--- config.mk ---
export PLATFORM = sky130hd
export DESIGN_NAME = button_conditioner_flat
export DESIGN_NICKNAME = d
export VERILOG_FILES = /design/src/rtl/button_conditioner_pkg.sv /design/src/rtl/button_conditioner_if.sv /design/src/rtl/button_conditioner_sync_debounce.sv /design/src/rtl/button_conditioner.sv /design/src/flat_wrapper.sv
export SDC_FILE = /design/constraint.sdc
export NUM_CORES = 1
export LEC_CHECK = 0
export BUFFER_PORTS_ARGS = -buffer_cell sky130_fd_sc_hd__buf_2
export CAP_MARGIN = 20
export CORE_ASPECT_RATIO = 1.5
export CORE_UTILIZATION = 44
export DETAILED_ROUTE_END_ITERATION = 12
export SYNTH_ARGS = -nofsm -noshare
export SYNTH_HDL_FRONTEND = slang
export SYNTH_SLANG_ARGS = --single-unit
--- constraint.sdc ---
create_clock -name clk -period 1.96 [get_ports clk]
set_clock_uncertainty 0.15 [all_clocks]
set_input_delay 0.294 -clock clk [delete_from_list [all_inputs] [get_ports clk]]
set_output_delay 0.294 -clock clk [all_outputs]
set_load 0.02 [all_outputs]
--- src/rtl/button_conditioner_pkg.sv ---
// Shared definitions for the pushbutton conditioner.
// Holds the clock rate, the default debounce and long-press lengths, the short
// lengths used in simulation, the event bundle type and a counter-width helper.
package button_conditioner_pkg;

   localparam int CLK_HZ                  = 125_000_000;
   localparam int DEFAULT_DEBOUNCE_CYCLES = CLK_HZ / 100;  // 10 ms
   localparam int DEFAULT_LONG_CYCLES     = CLK_HZ;        // 1 s
   localparam int TB_DEBOUNCE             = 4;
   localparam int TB_LONG                 = 16;

   // One-cycle event pulses produced for the downstream mode FSM.
   typedef struct packed {
      logic press;
      logic btn_release;
      logic short_press;
      logic long_press;
   } btn_evt_t;

   // Width of a counter that must hold 0..n-1.
   // The result is never below 1 bit, so small parameter values still give a legal vector.
   function automatic int cnt_w(input int n);
      return (n <= 2) ? 1 : $clog2(n);
   endfunction

endpackage

--- src/rtl/button_conditioner_if.sv ---
// Button signal bundle between the board pin and the bikelight mode FSM.
//   btn_raw     : raw, asynchronous, bouncy button level
//   btn_level   : debounced button level
//   press       : one-cycle pulse on debounced 0->1
//   btn_release : one-cycle pulse on debounced 1->0 ("release" is a reserved word)
//   short_press : pulse with btn_release when the hold ended before long_press
//   long_press  : pulse once per hold, LONG_CYCLES after press
// master = the conditioner, slave = the consumer/driver side.
interface button_conditioner_if;

   logic btn_raw;
   logic btn_level;
   logic press;
   logic btn_release;
   logic short_press;
   logic long_press;

   modport master (
      input  btn_raw,
      output btn_level, press, btn_release, short_press, long_press
   );

   modport slave (
      output btn_raw,
      input  btn_level, press, btn_release, short_press, long_press
   );

endinterface

--- src/rtl/button_conditioner_sync_debounce.sv ---
// Two-flop synchroniser followed by a counter debounce.
//   clk, reset : system clock, synchronous active-high reset
//   btn_raw    : asynchronous button level
//   btn_level  : debounced, registered level
//   btn_toggle : high in the cycle before btn_level flips. It lets the parent
//                register edge pulses that coincide with the new level.
module sync_debounce
   import button_conditioner_pkg::*;
#(
   parameter int DEBOUNCE_CYCLES = DEFAULT_DEBOUNCE_CYCLES
) (
   input  logic clk,
   input  logic reset,
   input  logic btn_raw,
   output logic btn_level,
   output logic btn_toggle
);

   localparam int DEB_W = cnt_w(DEBOUNCE_CYCLES);
   localparam logic [DEB_W-1:0] DEB_LAST = DEB_W'(DEBOUNCE_CYCLES - 1);

   logic             s1;
   logic             s2;
   logic [DEB_W-1:0] deb_cnt;

   // The flip happens on the DEBOUNCE_CYCLES-th consecutive disagreeing sample.
   assign btn_toggle = (s2 != btn_level) && (deb_cnt == DEB_LAST);

   always_ff @(posedge clk) begin
      if (reset) begin
         s1        <= 1'b0;
         s2        <= 1'b0;
         deb_cnt   <= '0;
         btn_level <= 1'b0;
      end else begin
         // synchroniser stage
         s1 <= btn_raw;
         s2 <= s1;
         // debounce stage: any agreeing sample restarts the count
         if (s2 == btn_level) begin
            deb_cnt <= '0;
         end else if (btn_toggle) begin
            btn_level <= s2;
            deb_cnt   <= '0;
         end else begin
            deb_cnt <= deb_cnt + 1'b1;
         end
      end
   end

endmodule

--- src/rtl/button_conditioner.sv ---
// Pushbutton conditioner for the bikelight mode FSM.
// It synchronises and debounces the raw button (sync_debounce), then derives
// registered one-cycle events: press, release, short press and long press.
//   clk, reset : system clock, synchronous active-high reset
//   bus        : button_conditioner_if.master (btn_raw in, level/events out)
// long_press fires LONG_CYCLES cycles after the press cycle, at most once per hold.
// A release on that same edge takes priority and reports a short press.
module button_conditioner
   import button_conditioner_pkg::*;
#(
   parameter int DEBOUNCE_CYCLES = DEFAULT_DEBOUNCE_CYCLES,
   parameter int LONG_CYCLES     = DEFAULT_LONG_CYCLES
) (
   input  logic                   clk,
   input  logic                   reset,
   button_conditioner_if.master   bus
);

   localparam int HOLD_W = cnt_w(LONG_CYCLES + 1);
   localparam logic [HOLD_W-1:0] HOLD_LONG = HOLD_W'(LONG_CYCLES);

   logic              btn_level;
   logic              btn_toggle;
   logic              rising;
   logic              falling;
   logic [HOLD_W-1:0] hold_cnt;
   logic              long_done;
   btn_evt_t          evt;

   sync_debounce #(
      .DEBOUNCE_CYCLES (DEBOUNCE_CYCLES)
   ) u_sync_debounce (
      .clk        (clk),
      .reset      (reset),
      .btn_raw    (bus.btn_raw),
      .btn_level  (btn_level),
      .btn_toggle (btn_toggle)
   );

   assign rising  = btn_toggle & ~btn_level;
   assign falling = btn_toggle &  btn_level;

   // hold_cnt is 1 in the press cycle.
   // It reaches LONG_CYCLES one cycle before long_press and then freezes.
   always_ff @(posedge clk) begin
      if (reset) begin
         evt       <= '0;
         hold_cnt  <= '0;
         long_done <= 1'b0;
      end else begin
         evt.press       <= rising;
         evt.btn_release <= falling;
         evt.short_press <= falling & ~long_done;
         evt.long_press  <= 1'b0;
         if (rising) begin
            hold_cnt  <= HOLD_W'(1);
            long_done <= 1'b0;
         end else if (falling) begin
            hold_cnt  <= '0;
            long_done <= 1'b0;
         end else if (btn_level && !long_done) begin
            if (hold_cnt == HOLD_LONG) begin
               evt.long_press <= 1'b1;
               long_done      <= 1'b1;
            end else begin
               hold_cnt <= hold_cnt + 1'b1;
            end
         end
      end
   end

   assign bus.btn_level   = btn_level;
   assign bus.press       = evt.press;
   assign bus.btn_release = evt.btn_release;
   assign bus.short_press = evt.short_press;
   assign bus.long_press  = evt.long_press;

endmodule

--- src/flat_wrapper.sv ---
// flat-port wrapper written by rule: the top's interface ports become plain ports
module button_conditioner_flat import button_conditioner_pkg::*;
#(
   parameter int DEBOUNCE_CYCLES = DEFAULT_DEBOUNCE_CYCLES,
   parameter int LONG_CYCLES     = DEFAULT_LONG_CYCLES
)
  (clk, reset, bus_btn_raw, bus_btn_level, bus_press, bus_btn_release, bus_short_press, bus_long_press);
  button_conditioner_if bus_i ();
  input  logic clk;
  input  logic reset;
  input wire logic [$bits(bus_i.btn_raw)-1:0] bus_btn_raw;
  output wire logic [$bits(bus_i.btn_level)-1:0] bus_btn_level;
  output wire logic [$bits(bus_i.press)-1:0] bus_press;
  output wire logic [$bits(bus_i.btn_release)-1:0] bus_btn_release;
  output wire logic [$bits(bus_i.short_press)-1:0] bus_short_press;
  output wire logic [$bits(bus_i.long_press)-1:0] bus_long_press;
  assign bus_i.btn_raw = bus_btn_raw;
  assign bus_btn_level = bus_i.btn_level;
  assign bus_press = bus_i.press;
  assign bus_btn_release = bus_i.btn_release;
  assign bus_short_press = bus_i.short_press;
  assign bus_long_press = bus_i.long_press;
  button_conditioner #(.DEBOUNCE_CYCLES(DEBOUNCE_CYCLES), .LONG_CYCLES(LONG_CYCLES)) u_core (.clk(clk), .reset(reset), .bus(bus_i));
endmodule
==> impl_metrics.tcl, run 1 <==
set metrics [dict create \
    r2r_slack_ns -0.13 \
    die_area_mm2 0.00591 \
    worst-path-stages 6 \
    hp-class "input pin to flip-flop" \
    wl_mm 4.67 \
    cts_setup_buffers 0 \
    grt_usage_pct 17.7 \
    syn2layout_area_growth_pct 19.6 \
    hpwl_mm 3.43 \
    drt-pass1-iter-count 3 \
    outcome "finished, violations left" \
    start_kind "flip-flop" \
    crit_buf_inv 1 \
    nets 323 \
    start_util_pct 45.2 \
    critPathRequiredTime_ns 2.02 \
    synth_common_cells "nor2_1, dfxtp_1, xor2_1, nand3_1, xnor2_1" \
    crit_fanout 22 \
    grt_max_degree 23 \
    seq_area_frac_synth_pct 45.5 \
    ys_seq_elements 56 \
    cts_tree "done" \
    setup_viol 54 \
    timing.critical_path.mode_cell "or4_4" \
    slowest_delay_ns 0.51 \
    nFillCells 549 \
    synth_edf_count 0 \
    path_class "flip-flop to flip-flop" \
    cp.arrival_ns 2.15 \
    drv_slew 0 \
    timing.hold.ws_ns 0.0456 \
    dp_cells 380 \
    ant_nets 0 \
    die_w_um 63.1 \
    drive_gt1_share_pct 19.5 \
    cts-root-buf "clkbuf_8" \
    end_kind "flip-flop" \
    cts_max_path_buffers 2 \
    pin_count 8 \
    worstMarginPinSlew_ns 0.453 \
    synth_top_area_cell "dfxtp_1" \
    htreeDepth 2 \
    syn_area_mm2 0.00247 \
    yosys-top-cells-area "dfxtp_1, xor2_1, nor2_1" \
    grt_antenna_before_repair 0 \
    ir_drop_v 0.000421 \
    vias_per_cell 5.02 \
    clock_latency_ns 0.31 \
    worst_slack_ns -0.130 \
    netlist_instances 278 \
    fin_crit_sh_pct 107 \
    p_per_area_mw_per_mm2 618 \
    period_needed_ns 2.09 \
    maxCapViolCount 0 \
    cts_sinks 56 \
    synth_top_area_share_pct 45.5 \
    report.final.hold_viol_count 0 \
    syn_avg_cell_area_um2 8.87 \
    place_ws_ns -0.110 \
    place.gp.congestion 0.716 \
    rsz0062_at_grt "true" \
    antenna_cells 0 \
    failed_checks "setup timing" \
    synth.distinct_cells 37 \
    grt_overflow 0 \
    rr_startpoint "u_core.u_sync_debounce.deb_cnt[11]" \
    ff_latch_area_mm2 0.00112 \
    ys.flop_type "dfxtp_1" \
    yosys.cell_count.top_type "nor2_1" \
    max_freq_ghz 0.478 \
    slew_headroom_pct 69.6 \
    syn-num-nets 284 \
    rows 33 \
    path_clk_slew_ns 0.09 \
    io_buffers 7 \
    grt_pass1_wl_mm 8.29 \
    wl_per_cell_um 12.0 \
    finalNonFillerCells 388 \
    postCtsHoldBufs 0 \
    drt_iter0_drc 78 \
    r2r_cells 6 \
    slowest_stage "or4_4" \
    cp-startpoint "u_core.u_sync_debounce.deb_cnt[11]" \
    grt_pass1_vias 1954 \
    drc_errors 0 \
    async_flop_share_pct 0 \
    cts_buffers 5 \
    core_mm2 0.00545 \
    via_count 1949 \
    power_leakage_nw 1.08 \
    multi_input_area_mm2 0.00132 \
    yosys_warnings 0 \
    cp_top_family "simple AND/OR/NAND/NOR gates" \
    cp-endpoint "u_core.hold_cnt[18]" \
    crit_chain "or4_4 > or4_4 > nor3_4 > or2_4 > buf_12 > nor2_1" \
    regToRegEndpoint "u_core.hold_cnt[18]" \
    total_power_mw 1.82 \
    utilization_pct 54.1 \
    die_height_um 93.7 \
]
worst min path at each step:
| stage | to | depth (start not counted) | start |
|---|---|---|---|
| after floorplan | u_core.u_sync_debounce.s1 | 1 | reset |
| after global placement | u_core.u_sync_debounce.s2 | 1 | u_core.u_sync_debounce.s1 |
| after detailed placement | u_core.u_sync_debounce.s2 | 1 | u_core.u_sync_debounce.s1 |
| after CTS | u_core.u_sync_debounce.s1 | 2 | bus_btn_raw |
| after global routing | u_core.u_sync_debounce.s1 | 2 | bus_btn_raw |
| final | u_core.u_sync_debounce.s1 | 2 | bus_btn_raw |
power breakdown:
group	total, mW	internal, mW	leakage, nW	switching [mW]
clock	0.648	0.288	0.0445	0.360
sequential	1.14	1.14	0.452	0.000827
combinational	0.0335	0.0136	0.579	0.0198
total	1.82	1.44	1.08	0.381
kinds of logic after synthesis:
logic type	after synthesis	share of synthesized area, %
flip-flops	56	45.5
XOR/XNOR	46	16.3
AND/OR/NAND/NOR	149	31.2
buffers and inverters	16	3.20
AO/OA/AOI/OAI	8	2.28
adder cells (fa/ha/maj)	3	1.52
routing by layer:
metal / vias up / track usage, % / share of wire (%) / wire length [µm]
li1: 1011 / - / - / -
met1: 914 / 18.9 / 43 / 1990
met2: 12 / 32.4 / 53 / 2470
met3: 12 / 3.40 / 1.5 / 71
met4: 0 / 9.11 / 3.0 / 140
met5: - / 0 / 0 / 0
area by class of cell:
type	instances	area share, %
Multi-Input combinational cell	206	44.6
Sequential cell	56	38.1
Timing Repair Buffer	39	10.0
Tap cell	70	2.97
Clock buffer	7	2.93
Inverter	9	1.15
Clock inverter	1	0.255
flip-flops by register name, indices dropped and copies added (netlist names):
signal and count:
u_core.u_sync_debounce.btn_level 1, u_core.bus.press 1, u_core.bus.short_press 1, u_core.bus.long_press 1, u_core.hold_cnt 27, u_core.u_sync_debounce.s1 1, u_core.long_done 1, u_core.bus.btn_release 1
u_core.u_sync_debounce.s2 1, u_core.u_sync_debounce.deb_cnt 21
stage by stage:
| step | setup TNS, ns | cell area [µm²] |
|---|---|---|
| after floorplan | -2.62 | 2490 |
| after CTS | -2.88 | 2920 |
| final | -4.85 | 2950 |
| after global placement | -2.11 | 2820 |
| after detailed placement | -3.03 | 2820 |
| after global routing | -7.33 | 2950 |
placed cells by master, fill, tap and decap left out, drive strengths merged, types with 2 or more instances in the layout:
cell type,instances
ha,3
nand3,18
or2,3
nor2b,2
xnor2,16
nor4,6
and4,4
xor2,30
nor4b,4
and3,7
o21bai,2
nor3,4
nand2,13
clkbuf,7
dfxtp,56
inv,9
nand4,14
or4,3
nor2,64
buf,39
repair_timing:
| action | in CTS | in global routing |
|---|---|---|
| pin swaps | 0 | 5 |
| endpoints found under the setup margin | 45 | 54 |
| endpoints found under the hold margin | 0 | 0 |
| resized for setup | 2 | 10 |
Note: power is estimated with default switching activity, not from simulation.
==> run 2, diff against run 1 <==
==> constraint.sdc (replaced) <==
create_clock -name clk -period 2.06 [get_ports clk]
set_clock_uncertainty 0.15 [all_clocks]
set_input_delay 0.309 -clock clk [delete_from_list [all_inputs] [get_ports clk]]
set_output_delay 0.309 -clock clk [all_outputs]
set_load 0.02 [all_outputs]
==> run 2 against run 1 <==
  * First-iteration DRC count is 32% lower
  * Clock power is 6.8% lower
  * Via count is 2.9% lower
  * Largest power group unchanged
  * Sequential share of layout area is 1.2 points higher
  * Combinational power is 2% higher
  * Worst setup slack better by 0.12 ns
  * Highest routed layer unchanged
  * The run still ends with setup timing left
==> impl_metrics.tcl, run 2 (same netlist as run 1, synthesis figures left out) <==
set metrics [dict create \
    outcome "finished, violations left" \
    failed_checks "setup timing" \
    worst_slack_ns -0.0116 \
    period_needed_ns 2.07 \
    rr_startpoint "u_core.u_sync_debounce.deb_cnt[11]" \
    core_mm2 0.00545 \
    timing.critical_path.mode_cell "or4_4" \
    end_kind "flip-flop" \
    grt_antenna_before_repair 0 \
    p_per_area_mw_per_mm2 603 \
    design_area_mm2 0.00286 \
    fin_crit_sh_pct 101 \
    nets 313 \
    start_kind "flip-flop" \
    hold_path_depth 2 \
    setup_tns_ns -0.0797 \
    grt_pass1_vias 1791 \
    drt_iter0_drc 53 \
    setup_viol 15 \
    via_count 1892 \
    io_buffers 7 \
    wl_mm 4.67 \
    hp-class "input pin to flip-flop" \
    grt_usage_pct 17.2 \
    regMostFlops "u_core.hold_cnt" \
    cts_tree "done" \
    cts-root-buf "clkbuf_8" \
    final_common_cell "nor2_1" \
    postCtsHoldBufs 0 \
    drt-pass1-iter-count 4 \
    finalNonFillerCells 378 \
    slew_headroom_pct 70.4 \
    final_cell_mix "nor2_1, dfxtp_1, xor2_1" \
    dp_cells 369 \
    clock_latency_ns 0.31 \
    max_freq_ghz 0.483 \
    r2r_cells 6 \
    timing.hold.ws_ns 0.0518 \
    crit_chain "or4_4 > or4_4 > nor3_4 > or2_4 > buf_12 > nor2_1" \
    power_leakage_nw 1.03 \
    maxCapViolCount 0 \
    die_area_mm2 0.00591 \
    vias_per_cell 5.01 \
    internal-power_mw 1.34 \
    largest_reg_flops 27 \
    slowest_stage "or4_4" \
    report.final.hold_viol_count 0 \
    slowest_delay_ns 0.51 \
    regToRegEndpoint "u_core.hold_cnt[12]" \
    combPwrFrac_pct 2.0 \
    r2r_slack_ns -0.01 \
    hold_end "u_core.u_sync_debounce.s1" \
    grt_max_degree 19 \
    grt_use_met3_pct 3.28 \
    die_height_um 93.7 \
    placed_area_mm2 0.00275 \
    top_usage_layer "met2" \
    sw_frac_of_total_pct 22.1 \
    start_util_pct 45.2 \
    htreeDepth 2 \
    grt_pass1_wl_mm 7.97 \
    met1_usage_pct 18.7 \
    p_sw_mw 0.381 \
    grt_overflow 0 \
    hold_path.startpoint "bus_btn_raw" \
    antenna_cells 0 \
    cp.arrival_ns 2.13 \
    rsz0062_at_grt "true" \
    pwr-share-seq_pct 63.0 \
    rows 33 \
    path_clk_slew_ns 0.10 \
    pin_count 8 \
    hpwl_mm 3.38 \
    cts_sinks 56 \
    grtUsageMet2_pct 32.2 \
    wl_per_cell_um 12.4 \
    ir_drop_v 0.000380 \
    syn2layout_area_growth_pct 15.9 \
    worstMarginPinSlew_ns 0.437 \
    crit_fanout 13 \
    place.gp.congestion 0.777 \
    drive_gt1_share_pct 15.9 \
    cts_buffers 5 \
    clkPwrFrac_pct 35.1 \
    total_power_mw 1.72 \
    cts_max_path_buffers 2 \
    place_ws_ns -0.0145 \
    utilization_pct 52.4 \
    critPathRequiredTime_ns 2.12 \
    path_class "flip-flop to flip-flop" \
    top_regs "u_core.hold_cnt: 27 flops, u_core.u_sync_debounce.deb_cnt: 21 flops" \
    die_w_um 63.1 \
    ant_nets 0 \
    drc_errors 0 \
    nFillCells 552 \
    drv_slew 0 \
]
## run 2: worst max-delay path, delay by kind of cell, from the launching register on
family / cells / cell delay, ns
buf+inv: 1 / 0.14
flops: 1 / 0.33
simple gates: 5 / 1.35
## run 2: final cells by class
cell class              count  area, µm²  share of cell area [%]
inverters                   9       33.8                    1.18
multi-input cells         206       1300                    45.4
well taps                  70       87.6                    3.06
clock inverters             3       21.3                   0.744
flip-flops and latches     56       1120                    39.3
clock buffers               5       68.8                    2.41
repair buffers             29        225                    7.88
## run 2: timing repair
item,4_1_cts,5_1_grt
buffers inserted,0,1
pin swaps,0,1
resized for setup,2,3
endpoints found under the setup margin,30,53
## run 2: worst max path at each step
stage	end	slack, ns	startpoint
2_1_floorplan	u_core.hold_cnt[19]	-0.04	u_core.u_sync_debounce.deb_cnt[11]
3_3_place_gp	u_core.bus.btn_release	0.003	u_core.u_sync_debounce.deb_cnt[11]
3_5_place_dp	u_core.bus.btn_release	-0.01	u_core.u_sync_debounce.deb_cnt[11]
4_1_cts	u_core.hold_cnt[13]	-0.003	u_core.u_sync_debounce.deb_cnt[11]
5_1_grt	u_core.hold_cnt[1]	-0.09	u_core.u_sync_debounce.deb_cnt[11]
6_report	u_core.hold_cnt[12]	-0.01	u_core.u_sync_debounce.deb_cnt[11]
## run 2: power groups by stage
stage                     Clock (mW)  Sequential [mW]  Combinational [mW]
after detailed placement           0             1.11              0.0317
after global routing           0.678             1.09              0.0377
after CTS                      0.631             1.09              0.0327
after global placement             0             1.11              0.0316
final                          0.604             1.08              0.0341
after floorplan                    0             1.11              0.0182
## run 2: per-layer routing
metal | routed length (µm) | part of all wire, % | vias to the layer above
met3 | 66 | 1.4 | 7
met1 | 2000 | 43 | 881
met5 | 0 | 0 | -
met2 | 2520 | 54 | 6
li1 | - | - | 998
met4 | 74 | 1.6 | 0
==> run 3, diff against run 2 <==
--- a/config.mk
+++ b/config.mk
@@ -5,11 +5,14 @@
 export SDC_FILE = /design/constraint.sdc
 export NUM_CORES = 1
 export LEC_CHECK = 0
-export BUFFER_PORTS_ARGS = -buffer_cell sky130_fd_sc_hd__buf_2
+export BUFFER_PORTS_ARGS = -buffer_cell sky130_fd_sc_hd__buf_4
 export CAP_MARGIN = 20
+export CELL_PAD_IN_SITES_DETAIL_PLACEMENT = 1
+export CELL_PAD_IN_SITES_GLOBAL_PLACEMENT = 2
 export CORE_ASPECT_RATIO = 1.5
-export CORE_UTILIZATION = 44
+export CORE_UTILIZATION = 38
 export DETAILED_ROUTE_END_ITERATION = 12
+export PLACE_DENSITY_LB_ADDON = 0.1
 export SYNTH_ARGS = -nofsm -noshare
 export SYNTH_HDL_FRONTEND = slang
 export SYNTH_SLANG_ARGS = --single-unit
==> run 3 against run 2 <==
  * The flow now finishes without violations
  * Largest cell class unchanged
  * Flip-flop and latch count unchanged
  * Sequential share of layout area down 0.14 points
  * Global-route usage grew 0.53 points
  * Die area is 15% higher
  * Routed wire length up 15%
  * Critical path type unchanged
  * Largest power group unchanged
  * Cell area is 0.35% higher
  * Maximum frequency grew 0.82%
  * Power fell by 1.9%
  * Sequential power is essentially flat
==> impl_metrics.tcl, run 3 (same netlist as run 1, synthesis figures left out) <==
set metrics [dict create \
    outcome "completed" \
    power_leakage_nw 1.03 \
    largest_reg_flops 27 \
    rsz0062_at_grt "true" \
    grt_usage_pct 17.7 \
    critPathRequiredTime_ns 2.10 \
    utilization_pct 46.1 \
    cp.arrival_ns 2.10 \
    ir_drop_v 0.000334 \
    drt-pass1-iter-count 2 \
    ant_nets 0 \
    placed_area_mm2 0.00276 \
    cts_tree "done" \
    cts_sinks 56 \
    slowest_delay_ns 0.51 \
    end_kind "flip-flop" \
    wl_per_cell_um 14.1 \
    pin_count 8 \
    top_regs "u_core.hold_cnt: 27 flops, u_core.u_sync_debounce.deb_cnt: 21 flops" \
    die_w_um 67.8 \
    final_common_cell "nor2_1" \
    fin_crit_sh_pct 99.7 \
    drt_iter0_drc 38 \
    r2r_slack_ns 0.005 \
    worstMarginPinSlew_ns 0.412 \
    period_needed_ns 2.05 \
    vias_per_cell 5.15 \
    cp-startpoint "u_core.u_sync_debounce.deb_cnt[11]" \
    path_clk_slew_ns 0.10 \
    rr_startpoint "u_core.u_sync_debounce.deb_cnt[11]" \
    cts_max_path_buffers 2 \
    regToRegEndpoint "u_core.hold_cnt[14]" \
    regMostFlops "u_core.hold_cnt" \
    crit_fanout 22 \
    final_cell_mix "nor2_1, dfxtp_1, xor2_1" \
    report.final.hold_viol_count 0 \
    grt_overflow 0 \
    max_freq_ghz 0.487 \
    drive_gt1_share_pct 15.9 \
    start_kind "flip-flop" \
    nets 314 \
    drv_slew 0 \
    syn2layout_area_growth_pct 16.3 \
    slowest_stage "or4_1" \
    grt_max_degree 23 \
    cts_buffers 5 \
    rows 35 \
    drc_errors 0 \
    timing.hold.ws_ns 0.0582 \
    antenna_cells 0 \
    grt_pass1_vias 1995 \
    grt_pass1_wl_mm 9.10 \
    postCtsHoldBufs 0 \
    wl_mm 5.38 \
    maxCapViolCount 0 \
    cp-endpoint "u_core.hold_cnt[14]" \
    crit_chain "or4_1 > or4_4 > nor3_4 > or2_4 > buf_12 > nor2_1" \
    start_util_pct 39.7 \
    place.gp.congestion 0.699 \
    slew_headroom_pct 72.4 \
    setup_viol 0 \
    grt_antenna_before_repair 0 \
    p_per_area_mw_per_mm2 589 \
    r2r_cells 6 \
    dp_cells 374 \
    hp-class "input pin to flip-flop" \
    io_buffers 7 \
    hpwl_mm 4.00 \
    cts-root-buf "clkbuf_8" \
    core_mm2 0.00622 \
    design_area_mm2 0.00287 \
    finalNonFillerCells 382 \
    die_area_mm2 0.00682 \
    path_class "flip-flop to flip-flop" \
    place_ws_ns -0.00415 \
    worst_slack_ns 0.00519 \
    clock_latency_ns 0.30 \
    htreeDepth 2 \
    via_count 1967 \
    die_height_um 101 \
]
## run 3: power by group
group          internal [mW]  switching, mW
Combinational         0.0145         0.0182
Sequential              1.08       0.000820
Clock                  0.233          0.340
## run 3: routing by layer
| metal | up-vias | share of wire (%) | GRT usage, % |
|---|---|---|---|
| li1 | 998 | - | - |
| met3 | 2 | 1.2 | 2.71 |
| met4 | 0 | 0.74 | 5.77 |
| met2 | 7 | 57 | 33.5 |
| met1 | 960 | 41 | 19.1 |
| met5 | - | 0 | 0 |
## run 3: per-stage QoR
step / power (mW) / setup TNS, ns
after floorplan: 1.13 / -0.378
after global placement: 1.14 / -0.00242
final: 1.69 / 0
after CTS: 1.73 / -0.189
after global routing: 1.76 / -3.89
after detailed placement: 1.14 / -0.00415
## run 3: what timing repair did
item,4_1_cts,5_1_grt
gates resized for setup,1,6
buffers inserted,0,1
setup endpoints to repair,30,54
## run 3: cell type report
| class | count | area, µm² |
|---|---|---|
| Clock buffer | 6 | 72.6 |
| Tap cell | 74 | 92.6 |
| Inverter | 9 | 33.8 |
| Multi-Input combinational cell | 206 | 1300 |
| Sequential cell | 56 | 1120 |
| Fill cell | 744 | 3350 |
| Timing Repair Buffer | 30 | 241 |
| Clock inverter | 1 | 5.00 |
## run 3: worst min-delay path by stage
stage                                    from                          endpoint  slack, ns  depth (start not counted)
detailed placement  u_core.u_sync_debounce.s1         u_core.u_sync_debounce.s2       0.29                          1
CTS                                     reset  u_core.u_sync_debounce.btn_level       0.05                          2
global placement    u_core.u_sync_debounce.s1         u_core.u_sync_debounce.s2       0.29                          1
floorplan                               reset         u_core.u_sync_debounce.s1       0.23                          1
global route                            reset  u_core.u_sync_debounce.btn_level       0.06                          2
finish                                  reset  u_core.u_sync_debounce.btn_level       0.06                          2
## run 3: critical path: cells and delay by family (launching register included)
| kind | cells | cell delay [ns] |
|---|---|---|
| and+or+nand+nor | 5 | 1.33 |
| DFF | 1 | 0.32 |
| buffers and inverters | 1 | 0.15 |
